### src/rtl/alu_pkg.sv
// ============================================================================
// Module   : alu_pkg
// Purpose  : Opcode encodings, arbiter FSM state type and latency helper
//            shared by the ALU arbiter and its sub-modules.
// Revision : 1.0 - initial release
// ============================================================================
`default_nettype none

package alu_pkg;

  localparam logic [3:0] ALU_MUL    = 4'b0000;
  localparam logic [3:0] ALU_DIV    = 4'b0001;
  localparam logic [3:0] ALU_OR     = 4'b0010;
  localparam logic [3:0] ALU_OR_ALT = 4'b0011;
  localparam logic [3:0] ALU_XOR    = 4'b0100;
  localparam logic [3:0] ALU_SLL    = 4'b0101;
  localparam logic [3:0] ALU_SRL    = 4'b0110;
  localparam logic [3:0] ALU_SRA    = 4'b0111;
  localparam logic [3:0] ALU_SLT    = 4'b1000;
  localparam logic [3:0] ALU_SLTU   = 4'b1001;
  localparam logic [3:0] ALU_NOP    = 4'b1111;

  typedef enum logic [1:0] {
    IDLE = 2'd0,
    EXEC = 2'd1,
    RESP = 2'd2
  } arb_state_t;

  // MUL and DIV are the only opcodes that need the multi-cycle operand hold
  function automatic logic is_muldiv(input logic [3:0] op);
    return (op == ALU_MUL) || (op == ALU_DIV);
  endfunction

endpackage

`default_nettype wire

### src/rtl/alu_arbiter_rr.sv
// ============================================================================
// Module   : rr_arbiter
// Purpose  : Combinational round-robin pick: first asserted request found
//            searching upward from last_grant_i + 1 with wrap-around.
// Revision : 1.0 - initial release
// ============================================================================
`default_nettype none

module rr_arbiter #(
  parameter int NREQ = 2,
  parameter int IW   = (NREQ > 1) ? $clog2(NREQ) : 1
) (
  input  logic [NREQ-1:0] req_i,
  input  logic [IW-1:0]   last_grant_i,
  output logic            gnt_valid_o,
  output logic [IW-1:0]   gnt_idx_o,
  output logic [NREQ-1:0] gnt_onehot_o
);

  // Walk the search order backwards so the nearest requester after
  // last_grant_i is the final (winning) assignment.
  always_comb begin
    gnt_valid_o  = 1'b0;
    gnt_idx_o    = '0;
    gnt_onehot_o = '0;
    for (int k = NREQ; k >= 1; k--) begin
      if (req_i[(int'(last_grant_i) + k) % NREQ]) begin
        gnt_valid_o = 1'b1;
        gnt_idx_o   = IW'((int'(last_grant_i) + k) % NREQ);
      end
    end
    if (gnt_valid_o) begin
      gnt_onehot_o[gnt_idx_o] = 1'b1;
    end
  end

endmodule

`default_nettype wire

### src/rtl/alu_arbiter.sv
// ============================================================================
// Module   : alu_arbiter
// Purpose  : Round-robin sharing of one external ALU between NREQ requesters,
//            with registered operands and MUL/DIV multi-cycle sequencing.
//            Optional macro ALU_ARB_DIVZERO_EN: DIV by zero finishes in one
//            EXEC cycle returning all-ones with a clear Zero flag.
// Revision : 1.0 - initial release
// ============================================================================
`default_nettype none

module alu_arbiter
  import alu_pkg::*;
#(
  parameter int NREQ       = 2,
  parameter int DW         = 32,
  parameter int MULDIV_LAT = 4
) (
  input  logic             clk,
  input  logic             rst,
  input  logic [NREQ-1:0]    req_valid,
  output logic [NREQ-1:0]    req_ready,
  input  logic [NREQ*DW-1:0] req_a,
  input  logic [NREQ*DW-1:0] req_b,
  input  logic [NREQ*4-1:0]  req_op,
  output logic [NREQ-1:0]    rsp_valid,
  input  logic [NREQ-1:0]    rsp_ready,
  output logic [DW-1:0]      rsp_result,
  output logic               rsp_zero,
  output logic [DW-1:0]      alu_a,
  output logic [DW-1:0]      alu_b,
  output logic [3:0]         alu_op,
  input  logic [DW-1:0]      alu_result,
  input  logic               alu_zero
);

  localparam int IW = (NREQ > 1) ? $clog2(NREQ) : 1;
  localparam int CW = (MULDIV_LAT > 1) ? $clog2(MULDIV_LAT) : 1;
  localparam logic [CW-1:0] MULDIV_CNT = CW'(MULDIV_LAT - 1);

  arb_state_t      state_q, state_d;
  logic [IW-1:0]   grant_q, grant_d;
  logic [IW-1:0]   last_q, last_d;
  logic [CW-1:0]   cnt_q, cnt_d;
  logic [DW-1:0]   alu_a_q, alu_a_d;
  logic [DW-1:0]   alu_b_q, alu_b_d;
  logic [3:0]      alu_op_q, alu_op_d;
  logic [DW-1:0]   result_q, result_d;
  logic            zero_q, zero_d;

  logic            pick_valid;
  logic [IW-1:0]   pick_idx;
  logic [NREQ-1:0] pick_onehot;
  logic [DW-1:0]   sel_a, sel_b;
  logic [3:0]      sel_op;
  logic [CW-1:0]   sel_cnt;

  rr_arbiter #(
    .NREQ (NREQ),
    .IW   (IW)
  ) u_rr (
    .req_i        (req_valid),
    .last_grant_i (last_q),
    .gnt_valid_o  (pick_valid),
    .gnt_idx_o    (pick_idx),
    .gnt_onehot_o (pick_onehot)
  );

  assign sel_a  = req_a[int'(pick_idx)*DW +: DW];
  assign sel_b  = req_b[int'(pick_idx)*DW +: DW];
  assign sel_op = req_op[int'(pick_idx)*4 +: 4];

  // EXEC countdown preload: the ALU sees stable operands for cnt+1 cycles
  always_comb begin
    sel_cnt = is_muldiv(sel_op) ? MULDIV_CNT : '0;
`ifdef ALU_ARB_DIVZERO_EN
    if ((sel_op == ALU_DIV) && (sel_b == '0)) begin
      sel_cnt = '0;
    end
`endif
  end

  always_comb begin
    state_d   = state_q;
    grant_d   = grant_q;
    last_d    = last_q;
    cnt_d     = cnt_q;
    alu_a_d   = alu_a_q;
    alu_b_d   = alu_b_q;
    alu_op_d  = alu_op_q;
    result_d  = result_q;
    zero_d    = zero_q;
    req_ready = '0;
    rsp_valid = '0;

    case (state_q)
      IDLE: begin
        req_ready = pick_onehot;
        if (pick_valid) begin
          grant_d  = pick_idx;
          alu_a_d  = sel_a;
          alu_b_d  = sel_b;
          alu_op_d = sel_op;
          cnt_d    = sel_cnt;
          state_d  = EXEC;
        end
      end
      EXEC: begin
        if (cnt_q == '0) begin
          result_d = alu_result;
          zero_d   = alu_zero;
`ifdef ALU_ARB_DIVZERO_EN
          if ((alu_op_q == ALU_DIV) && (alu_b_q == '0)) begin
            result_d = '1;
            zero_d   = 1'b0;
          end
`endif
          state_d = RESP;
        end else begin
          cnt_d = cnt_q - 1'b1;
        end
      end
      RESP: begin
        rsp_valid[grant_q] = 1'b1;
        if (rsp_ready[grant_q]) begin
          last_d  = grant_q;
          state_d = IDLE;
        end
      end
      default: state_d = IDLE;
    endcase
  end

  always_ff @(posedge clk) begin
    if (rst) begin
      state_q  <= IDLE;
      grant_q  <= '0;
      last_q   <= IW'(NREQ - 1);
      cnt_q    <= '0;
      alu_a_q  <= '0;
      alu_b_q  <= '0;
      alu_op_q <= ALU_NOP;
      result_q <= '0;
      zero_q   <= 1'b0;
    end else begin
      state_q  <= state_d;
      grant_q  <= grant_d;
      last_q   <= last_d;
      cnt_q    <= cnt_d;
      alu_a_q  <= alu_a_d;
      alu_b_q  <= alu_b_d;
      alu_op_q <= alu_op_d;
      result_q <= result_d;
      zero_q   <= zero_d;
    end
  end

  assign alu_a      = alu_a_q;
  assign alu_b      = alu_b_q;
  assign alu_op     = alu_op_q;
  assign rsp_result = result_q;
  assign rsp_zero   = zero_q;

endmodule

`default_nettype wire

### config.mk
export PLATFORM = sky130hd
export DESIGN_NAME = alu_arbiter
export DESIGN_NICKNAME = d
export VERILOG_FILES = /design/src/rtl/alu_pkg.sv /design/src/rtl/alu_arbiter_rr.sv /design/src/rtl/alu_arbiter.sv
export SDC_FILE = /design/constraint.sdc
export NUM_CORES = 1
export LEC_CHECK = 0
export ABC_AREA = 0
export CELL_PAD_IN_SITES_DETAIL_PLACEMENT = 0
export CELL_PAD_IN_SITES_GLOBAL_PLACEMENT = 2
export CORE_AREA = 4 4 139 194
export DETAILED_ROUTE_END_ITERATION = 7
export DIE_AREA = 0 0 143 198
export PLACE_DENSITY = 0.84
export RECOVER_POWER = 25
export SYNTH_ARGS = -nofsm -noshare
export SYNTH_HDL_FRONTEND = slang
export SYNTH_SLANG_ARGS = --single-unit
### constraint.sdc
create_clock -name clk -period 1.3 [get_ports clk]
set_input_delay 0.26 -clock clk [delete_from_list [all_inputs] [get_ports clk]]
set_output_delay 0.26 -clock clk [all_outputs]
set_load 0.005 [all_outputs]
==> summary.md <==
| Metric | Value |
|---|---|
| Total die area | `28300 um2` |
| Largest net degree at the start of global routing | `36` |
| Placed cell count | `1046` |
| Setup CP Type | `flip-flop to flip-flop` |
| Synth top area share | `0.507` |
| Final antenna diode count | `0` |
| Peak VDD IR | `0.604 mV` |
| Site Rows | `69` |
| Leak | `3.62 nW` |
| Detailed-route wire length | `19400 um` |
| Cell family with most CP delay | `buffers and inverters` |
| Reg2reg start | `state_q[1]` |
| CP arrival | `1760 ps` |
| CTS Buf Count | `9` |
| Total power | `11.0 mW` |
| Starting Density | `0.167` |
| Placer Congestion | `0.720` |
| Clock Tree Buf Depth | `2` |
| R2r setup slk | `-200 ps` |
| Most frequent cells in the layout | `clkdlybuf4s50_1 (169), dlygate4sd2_1 (104), dfxtp_1 (91)` |
| PortBufs | `279` |
| Fin nets | `948` |
| Failing checks | `negative setup slack` |
| Fin crit share | `1.15` |
| Most common cell after layout, fill and taps aside | `clkdlybuf4s50_1` |
| CTS tree | `yes` |
| R2R cell count | `7` |
| Avg Synthesized Cell Area | `9.16 um2` |
| Crit path capture type | `flip-flop` |
| Die Height | `198 um` |
| Synthesis-stage register bit count | `107` |
| Vias in the first global route | `4732` |
| Vias per inst | `4.29` |
| Register area share after synthesis | `0.507` |
| DR DRC count | `0` |
| CP dominant cell by count | `buf_12` |
| Fin Clk Skew | `8.03 ps` |
| Gr usage total | `0.123` |
| Top achievable clock speed | `667 MHz` |
| DR pass1 iterations | `5` |
| Worst Path Buf+Inv | `3` |
| Crit Path Max Fanout | `9` |
| HP Class | `primary input to flip-flop` |
| Slowest CP cell | `dfxtp_4` |
| Layout cells sized above 1 | `0.214` |
| Fin. max-slew vios | `0` |
| Ranking of synthesized cells by area | `dfxtp_1 (51%), mux2i_1 (9.5%), a222oi_1 (6.9%)` |
| H-tree depth | `3` |
| Cell accounting for the most synthesized area | `dfxtp_1` |
| Fin cells | `1096` |
| Routed len/inst | `17.7 um` |
| Worst-Skew Late Latency | `350 ps` |
| CP peak stage delay | `360 ps` |
| Required time worst endpoint | `1560 ps` |
| I/O pin count | `280` |
| Syn nets | `637` |
| Synth cell types | `29` |
| Core area | `25300 um2` |
| GRT overflow | `0` |
| Hold_buf cts | `0` |
| Final TNS setup | `-5850 ps` |
| Root Buffer | `clkbuf_16` |
| Syn Std Cell Area | `4220 um2` |
| Crit-path cells | `nor2_4 -> buf_4 -> o21a_4 -> buf_12 -> buf_12 -> nor2_1 -> a211oi_1` |
| Synth Instances | `461` |
| Area grow syn2layout | `107%` |
| FF-to-FF End | `alu_b[25]` |
| Unrepaired setup endpoints after global routing | `yes` |
| WHS Path Cells | `2` |
| Routed Antenna Nets | `0` |
| Final WS setup | `-199 ps` |
| PD cells | `1250 nW/um2` |
| First-pass GRT wire length | `27000 um` |
| DP Wirelength | `12400 um` |
| DR iter-0 viols | `271` |
| Worst Hold Launch | `rst` |
| Yosys warnings | `0` |
| Vias post-DR | `4705` |
| Worst-Margin Slew | `431 ps` |
| Initial antenna violation count | `0` |
| Startpoint type of the worst setup path | `flip-flop` |
| Worst slew margin | `0.713` |
| Worst setup path startpoint | `state_q[1]` |
| Hold Vio Cnt, Final | `0` |
| Final setup fails | `81` |
| CTS clk-pin slew, worst paths | `80 ps` |
| Fin crit period | `1500 ps` |
| Die W | `143 um` |
| # clock sinks | `107` |
| Outcome | `complete, but fails checks` |
| WHS Endpoint | `alu_a[13]` |
| Max Cap Violations | `0` |
[report_power, final]
| part | internal [mW] | switching [mW] | leakage [nW] |
|---|---|---|---|
| Clock | 1.80 | 1.30 | 0.159 |
| Sequential | 3.73 | 0.229 | 0.888 |
| Combinational | 2.26 | 1.68 | 2.58 |
[cells by family after synthesis]
| group | synth area share |
|---|---|
| simple gates | 0.148 |
| buf+inv | 0.0498 |
| compound gates | 0.197 |
| fa+ha+maj | 0.00296 |
| mux | 0.0948 |
| flops | 0.507 |
[per-layer routing]
layer | share of wire | wire, um | global-route usage | up-vias
met3 | 0.064 | 1250 | 0.0321 | 17
met4 | 0.018 | 343 | 0.0398 | 0
met1 | 0.38 | 7470 | 0.137 | 2242
li1 | - | - | - | 2274
met2 | 0.53 | 10400 | 0.227 | 172
met5 | 0 | 0 | 0 | -
[through the flow]
stage	area, um2	setup WS [ps]	hold WS, ps	utilization
2_1_floorplan	4230	8.84	396	-
4_1_cts	8270	-228	319	0.327
6_report	8760	-199	330	0.346
3_5_place_dp	7520	-711	445	0.297
3_3_place_gp	7520	-678	441	0.297
5_1_grt	8760	-249	336	0.346
[flip-flops by register name, indices dropped and copies added (netlist names)]
signal      count
alu_op          4
state_q         2
rsp_zero        1
rsp_result     32
last_q          1
alu_b          32
grant_q         1
cnt_q           2
alu_a          32
[worst max-delay path by stage]
stage,endpoint,slack [ps],cells past startpoint
finish,alu_b[25],-200,7
global route,alu_b[27],-250,7
CTS,rsp_valid[0],-230,4
detailed placement,alu_b[23],-710,6
global placement,alu_b[23],-680,6
floorplan,alu_b[0],9,5
[what timing repair did]
item                                    in CTS  in global routing
endpoints found under the setup margin     207                109
gates resized for setup                    188                 86
pin swaps                                   25                 32
endpoints found under the hold margin        0                  0
buffers inserted                            11                 10
gates cloned                                10                 10
[synthesized netlist by cell type, drive strengths merged]
cell type,count
nand2,69
mux2i,40
a21oi,38
o21ai,2
dfxtp,107
a2111oi,2
a211oi,35
buf,20
o21bai,1
nand2b,2
nor2b,3
nor3,4
or3,1
clkbuf,22
nor2,72
and2,3
a211o,3
ha,1
nor3b,1
o21a,1
a21boi,1
and3,2
inv,2
a222oi,29
[cell type report]
type	count	area, um2
clock inverter	4	72.6
inverter	2	7.51
tap	319	399
multi-input combinational	310	2220
fill	2583	16500
clock buffer	12	256
timing repair buffer	342	3630
sequential	107	2170
Power figures use the tool's default switching activity.
